### config.mk
export PLATFORM = sky130hd
export DESIGN_NAME = train_sample_feeder
export DESIGN_NICKNAME = d
export VERILOG_FILES = /design/src/rtl/train_sample_feeder.sv
export SDC_FILE = /design/constraint.sdc
export NUM_CORES = 1
export LEC_CHECK = 0
export BUFFER_PORTS_ARGS = -buffer_cell sky130_fd_sc_hd__buf_2
export CAP_MARGIN = 10
export CORE_ASPECT_RATIO = 0.75
export CORE_UTILIZATION = 45
export CTS_BUF_LIST = sky130_fd_sc_hd__clkbuf_8
export CTS_CLUSTER_DIAMETER = 80
export CTS_CLUSTER_SIZE = 40
export DETAILED_ROUTE_END_ITERATION = 7
export SLEW_MARGIN = 0
export SYNTH_ARGS = -nofsm -noshare
export SYNTH_HDL_FRONTEND = slang
export SYNTH_SLANG_ARGS = --single-unit
### constraint.sdc
create_clock -name clk -period 32.6 [get_ports clk]
set_clock_uncertainty 0.05 [all_clocks]
set_input_delay 4.89 -clock clk [delete_from_list [all_inputs] [get_ports clk]]
set_output_delay 4.89 -clock clk [all_outputs]
set_load 0.01 [all_outputs]
### src/rtl/train_sample_feeder.sv
// Training sample feeder.
//
// Holds DEPTH training samples (x1, x2, x3, target; 128 bits each, treated as opaque words).
// It presents them one at a time to a neural-network block for EPOCHS full passes.
// The network signals the end of an iteration by wrapping its 3-bit ctrl counter from 7 to 0.
// Each such wrap advances the feeder to the next sample.
//
// Optional feature: define FEEDER_WATCHDOG_EN to add a watchdog.
//   - It adds the wd_err output.
//   - It aborts a run when PRESENT sees no iteration complete for WD_LIMIT cycles.
//
// Ports:
//   clk, rst_n          clock, asynchronous active-low reset
//   wr_en, wr_addr      sample slot write strobe / slot index (honoured in IDLE and DONE only)
//   wr_x1..wr_target    sample words written to slot wr_addr
//   start               begin (or restart) a training run
//   ctrl                network iteration counter
//   x1, x2, x3          sample presented to the network
//   target_out          target presented to the network
//   set                 one-cycle weight-initialise pulse
//   busy                run in progress (INIT or PRESENT)
//   done                run finished, sticky until start or reset
//   sample_idx          slot currently presented
//   epoch_cnt           completed epochs
//   wd_err              watchdog expired, sticky (FEEDER_WATCHDOG_EN only)
module train_sample_feeder #(
  parameter int unsigned DEPTH    = 4,
  parameter int unsigned EPOCHS   = 100,
  parameter int unsigned WD_LIMIT = 64
) (
  input  logic                     clk,
  input  logic                     rst_n,
  input  logic                     wr_en,
  input  logic [$clog2(DEPTH)-1:0] wr_addr,
  input  logic [31:0]              wr_x1,
  input  logic [31:0]              wr_x2,
  input  logic [31:0]              wr_x3,
  input  logic [31:0]              wr_target,
  input  logic                     start,
  input  logic [2:0]               ctrl,
  output logic [31:0]              x1,
  output logic [31:0]              x2,
  output logic [31:0]              x3,
  output logic [31:0]              target_out,
  output logic                     set,
  output logic                     busy,
  output logic                     done,
  output logic [$clog2(DEPTH)-1:0] sample_idx,
  output logic [15:0]              epoch_cnt
`ifdef FEEDER_WATCHDOG_EN
  ,
  output logic                     wd_err
`endif
);

  localparam int unsigned AW = $clog2(DEPTH);

  typedef enum logic [1:0] {StIdle, StInit, StPresent, StDone} state_e;

  state_e       state_q;
  logic [127:0] mem_q [DEPTH];
  logic [2:0]   ctrl_prev_q;
  logic         adv_q;

  logic         wrap_hit;
  logic         last_slot;
  logic         last_epoch;
  logic [127:0] cur_word;
  logic         wr_allowed;

  always_comb begin
    wrap_hit   = (ctrl_prev_q == 3'd7) && (ctrl == 3'd0);
    last_slot  = (sample_idx == AW'(DEPTH - 1));
    last_epoch = ((epoch_cnt + 16'd1) == 16'(EPOCHS));
    cur_word   = mem_q[sample_idx];
    wr_allowed = (state_q == StIdle) || (state_q == StDone);
  end

  // Sample storage has no reset; its contents are only meaningful once software has written them.
  always_ff @(posedge clk) begin
    if (wr_en && wr_allowed) begin
      mem_q[wr_addr] <= {wr_x1, wr_x2, wr_x3, wr_target};
    end
  end

`ifdef FEEDER_WATCHDOG_EN
  localparam int unsigned WdW = $clog2(WD_LIMIT + 1);
  logic [WdW-1:0] wd_cnt_q;
`endif

  always_ff @(posedge clk or negedge rst_n) begin
    if (!rst_n) begin
      state_q     <= StIdle;
      ctrl_prev_q <= 3'd0;
      adv_q       <= 1'b0;
      x1          <= 32'h0;
      x2          <= 32'h0;
      x3          <= 32'h0;
      target_out  <= 32'h0;
      set         <= 1'b0;
      busy        <= 1'b0;
      done        <= 1'b0;
      sample_idx  <= '0;
      epoch_cnt   <= 16'd0;
`ifdef FEEDER_WATCHDOG_EN
      wd_cnt_q    <= '0;
      wd_err      <= 1'b0;
`endif
    end else begin
      ctrl_prev_q <= ctrl;
      // A 7->0 wrap is registered first, and the slot advance happens on the edge after that.
      adv_q       <= (state_q == StPresent) && wrap_hit;
      set         <= 1'b0;

      unique case (state_q)
        StIdle, StDone: begin
          if (start) begin
            state_q    <= StInit;
            set        <= 1'b1;
            busy       <= 1'b1;
            done       <= 1'b0;
            sample_idx <= '0;
            epoch_cnt  <= 16'd0;
            {x1, x2, x3, target_out} <= mem_q[0];
`ifdef FEEDER_WATCHDOG_EN
            wd_err     <= 1'b0;
`endif
          end
        end

        StInit: begin
          state_q <= StPresent;
          {x1, x2, x3, target_out} <= mem_q[0];
`ifdef FEEDER_WATCHDOG_EN
          wd_cnt_q <= '0;
`endif
        end

        StPresent: begin
          // Outputs follow the current slot, so they change one edge after sample_idx does.
          {x1, x2, x3, target_out} <= cur_word;
          if (adv_q) begin
            if (last_slot) begin
              sample_idx <= '0;
              epoch_cnt  <= epoch_cnt + 16'd1;
              if (last_epoch) begin
                state_q <= StDone;
                busy    <= 1'b0;
                done    <= 1'b1;
              end
            end else begin
              sample_idx <= sample_idx + AW'(1);
            end
          end
`ifdef FEEDER_WATCHDOG_EN
          if (wrap_hit) begin
            wd_cnt_q <= '0;
          end else if (wd_cnt_q == WdW'(WD_LIMIT - 1)) begin
            // Stalled network: abort the run without claiming completion.
            state_q <= StDone;
            busy    <= 1'b0;
            done    <= 1'b0;
            wd_err  <= 1'b1;
          end else begin
            wd_cnt_q <= wd_cnt_q + WdW'(1);
          end
`endif
        end
      endcase
    end
  end

endmodule
# Word-level counts from Yosys, hierarchy flattened
# Memory sizes are Yosys's and may differ from the RTL's.
# Index checks and enable logic that the tools add are counted.
[totals] regBits=155 mem_bits_rw=512 in_bits=137 output_inout_bits=149 word_cells=72 mem_count=1
[memory_table] name="mem_q" depth=4 width=128 rd=2 rd_clocked_by_memory_dff=0 wr=1 line_no="61" rtl="logic [127:0] mem_q [DEPTH];"
[classes] n_addsub=2 eq_ne=10 mux=35 n_reduce_logical=12
[ops] operator="32-bit case mux with 3 select lines" n=4
[ops] operator="32-bit 2-to-1 mux" n=4
[ops] operator="16-bit 2-to-1 mux" n=3
[ops] operator="16-bit case mux with 2 select lines" n=1
[ops] operator="16-bit by 1-bit adder with 16-bit output (second input constant)" n=1
[ops] operator="16-bit by 7-bit == test with 1-bit output (second input constant)" n=1
[ops] operator="2-bit 2-to-1 mux" n=7
[ops] operator="1-bit 2-to-1 mux" n=12
[ops] operator="2-bit inequality test (second input constant)" n=4
[ops] operator="4-bit AND reduction" n=2
[ops] operator="2-bit == test (second input constant)" n=3
[ops] operator="2-bit case mux with 3 select lines" n=1
[ops] operator="5-bit AND reduction" n=1
[ops] operator="1-bit case mux with 2 select lines" n=2
[ops] operator="2-bit case mux with 2 select lines" n=1
[ops] operator="3-bit == test (second input constant)" n=1
[ops] operator="1-bit logical AND" n=3
[ops] operator="3-bit logical NOT" n=1
[ops] operator="3-bit AND reduction" n=1
[ops] operator="2-bit by 1-bit adder with 2-bit output (second input constant)" n=1
[ops] operator="2-bit by 1-bit == test with 1-bit output (second input constant)" n=1
[ops] operator="2-bit logical NOT" n=1
[ops] operator="2-bit nonzero test" n=1
[ops] operator="2-bit OR reduction" n=1
[ops] operator="1-bit logical OR" n=1

# Longest topological paths before layout
[logic_depth] word_depth=6 depth_mapped=9 ltp_nobuf=7

# Least setup slack after synthesis
# Ideal clock, no wire load.
[synth_path] kind="input -> register" start="in wr_addr[1]" end="mem mem_q[0][0] (enable)" setup_time_ps=774 arrival_time_ps=13724 required_time_ps=31776 slack_ps=18052 stages=1 path_buffers=0 path_cell_list="nor3_1"
[synth_lines] item="from (decl)" line_no="34" rtl="input logic [$clog2(DEPTH)-1:0] wr_addr,"
[synth_lines] item="to (decl)" line_no="61"
# Straight into the memory's write port.

# Worst setup path in the final report
[layout_path] start="in start" end="reg epoch_cnt[2]"
[layout_via] elab_chain_len=2
[layout_lines] item="from (decl)" line_no="39" rtl="input logic start,"
[layout_lines] item="2-bit inequality test (no source line)"
[layout_lines] item="4-bit AND reduction (no source line)"
[layout_lines] item="to (signal assigned)" line_no="145" rtl="epoch_cnt <= epoch_cnt + 16'd1;"
[layout_lines] item="to (decl)" line_no="49" rtl="output logic [15:0] epoch_cnt"
# No other way between the ends.
# A chain may end at the register's enable or synchronous reset.

==> impl_metrics.yaml <==
synthesis:
  synth_flop_cell: "edfxtp_1"
  synth.area.top_cells: "edfxtp_1 (62%), dfrtp_1 (16%), a311oi_1 (3.9%)"
  synth_edf_count: 512
  synthTopCellsByCount: "edfxtp_1 (512), nand2_1 (157), dfrtp_1 (155), nor2_1 (123), a22oi_1 (112)"
  synth.cell_area_mm2: 0.02473
  synth_top_area_cell: "edfxtp_1"
  ys_warn_count: 0
  synth_cell_types: 56
  syn_nets: 1724
  syn_avg_cell_area_um2: 15.63
  ys_seq_area_frac: 0.7784
  yosysMostFrequentCell: "edfxtp_1"
  synth_top_cell_area_share: 0.6216
  async_reset_ff_frac: 0.2324
  ys_ff_latch: 667
  netlist_instances: 1583
clock_network:
  htreeDepth: 1
  post_cts_buffers: 0
  clkTransAtPathRegs_ns: 0.19
  root_buffer: "clkbuf_8"
  postCtsHoldBufs: 0
  numClockSinks: 667
  numCtsBuffers: 26
  clock_latency_ns: 0.70
  clock_path_buffers: 3
  post_cts_resized: 0
  cts_tree: "built"
hold_path:
  min_from: "x1[3]$_DFFE_PN0P_"
  hold_class: "flop to flop"
  whs_path_depth: 1
power_and_ir_drop:
  cellPowerDensity_mw_per_mm2: 64.93
  vdd_drop_max_v: 0.00003922
  p_leak_nw: 10.11
critical_path:
  path_delay_family: "buffers and inverters"
  arrival_ns: 7.76
  path_cells: "buf_2, nor2b_4, buf_12, a211o_1, nor2_1, mux2_2, a22o_1"
  crit_path_max_incr_delay_ns: 0.73
  path_max_fanout: 220
  critical_path_buf_inv_count: 2
  worstSetupPathType: "input port to flop"
  reg2regPathDepth: 8
  crit_start: "start"
  worst_setup_path_start_kind: "input port"
  reg2reg_from: "state_q[0]$_DFFE_PN0P_"
  cp_num_cells: 7
  required_ns: 33.15
  cp_slowest_cell: "buf_12"
  end_kind: "flop"
sta:
  finalWorstSetupSlack_ns: 25.39
  tightestPinTransition_ns: 1.105
  slew_headroom: 0.2634
  finalSetupTns_ns: 0
  timing.final.crit_share: 0.2210
  hold_viol: 0
  timing.final.crit_period_ns: 7.206
  fmax_ghz: 0.1388
  slew_viol_final: 0
  setup_viol: 0
  grt_setup_unrepaired: "false"
finish:
  syn_to_final_growth_pct: 11.46
  layout-drive-gt1-share: 0.2126
  fin_nets: 1947
route:
  wl_met1_mm: 24.83
  top_layer_used: "met5"
  via_per_inst: 5.599
  wire_per_inst_um: 21.54
  drt_iter0_drc: 1184
  met2_length_mm: 26.55
  drc: 0
  routed_wirelength_mm: 54.94
  dr.pass1.iters: 5
  num_vias: 14278
  wl_met3_mm: 2.754
  ant_nets: 0
floorplanning:
  fp.coreArea_mm2: 0.05435
  fp-row-count: 74
  die_w_um: 272.7
  die_h_um: 205.0
  start_util: 0.4551
  pin_count: 286
  die_area_mm2: 0.05592
placement:
  dp_slack_ns: 24.34
  place.gp.congestion: 0.8154
  portBuffers: 285
  dp_hpwl_mm: 30.18
global_route:
  overflow: 0
  grt_pass1_wl_mm: 83.63
  antenna_found_initial: 10
  grt_pass1_vias: 13891
  grt_start_max_net_pins: 221
  grt_use_total: 0.1942
outcome:
  run_status: "completed"
flow_run:
  cap_violations: 0
## state kept, by name, indices dropped and copies added (netlist names)
signal	flops
mem_q	512
target_out	32
x1	32
x2	32
x3	32
epoch_cnt	16
ctrl_prev_q	3
sample_idx	2
state_q	2
adv_q	1
busy	1
done	1
set	1
## worst reg2reg max path, cell delays in order, from the launching register on
cell	delay, ns
dfrtp_1	0.43
inv_1	0.11
ha_1	0.20
o21a_4	0.80
buf_4	0.98
buf_4	0.79
nor2_1	0.12
a311oi_1	0.41
a21o_1	0.13
## path summary, 6_finish.rpt
kind / end / slack, ns
setup reg to reg: x2[14]$_DFFE_PN0P_ / 28.56
min in group asynchronous: x3[15]$_DFFE_PN0P_ / 4.17
hold / removal: x1[3]$_DFFE_PN0P_ / 0.45
max in group asynchronous: x3[6]$_DFFE_PN0P_ / 26.44
hold reg to reg: x1[3]$_DFFE_PN0P_ / 0.45
setup / recovery: epoch_cnt[2]$_DFFE_PN0P_ / 25.39
## metrics by stage
step           instances  power [mW]  instance area [µm²]  hold slack (ns)    util
2_1_floorplan       1583       1.266                24740           0.4386       -
3_3_place_gp        2499       1.433                26840           0.4050  0.4939
3_5_place_dp        2499       1.439                26840           0.4103  0.4939
4_1_cts             2546       1.812                27540           0.4503  0.5068
5_1_grt             2547       1.875                27560           0.4625  0.5071
6_report            2550       1.790                27570           0.4460  0.5073
## per-layer routing
| layer | global-route usage | up-vias |
|---|---|---|
| met5 | 0 | - |
| met4 | 0.02488 | 16 |
| met3 | 0.03751 | 63 |
| met2 | 0.3215 | 259 |
| met1 | 0.2737 | 7378 |
| li1 | - | 6562 |
## power by group
group	switching, mW	internal, mW
Clock	0.273	0.105
Combinational	0.229	0.153
Sequential	0.0483	0.981
Total	0.550	1.24
## kinds of logic after synthesis
| group | count (synthesis) | synth area share |
|---|---|---|
| adder cells (fa/ha/maj) | 4 | 0.002023 |
| AO/OA/AOI/OAI | 444 | 0.1338 |
| XOR/XNOR | 1 | 0.0003542 |
| AND/OR/NAND/NOR | 332 | 0.05746 |
| buffers and inverters | 116 | 0.01937 |
| flip-flops | 667 | 0.7784 |
| multiplexers | 19 | 0.008599 |
## cell type report
cell class | count | area (µm²)
Clock inverter | 20 | 327.8
Clock buffer | 27 | 371.6
Antenna cell | 3 | 7.507
Multi-Input combinational cell | 800 | 5050
Timing Repair Buffer | 304 | 1625
Tap cell | 722 | 903.4
Sequential cell | 667 | 19250
Fill cell | 4574 | 26780
Inverter | 7 | 31.28
## placed cells by master, fill, tap and decap left out, drive strengths merged, types with 19 or more instances in the layout
cell type / synthesis / final
a21o: 111 / 111
a22oi: 112 / 112
a311oi: 111 / 111
buf: 20 / 304
clkbuf: 89 / 27
dfrtp: 155 / 155
edfxtp: 512 / 512
inv: 7 / 19
nand2: 157 / 157
nor2: 123 / 123
o21ai: 61 / 61
(Power assumes the default switching activity.)
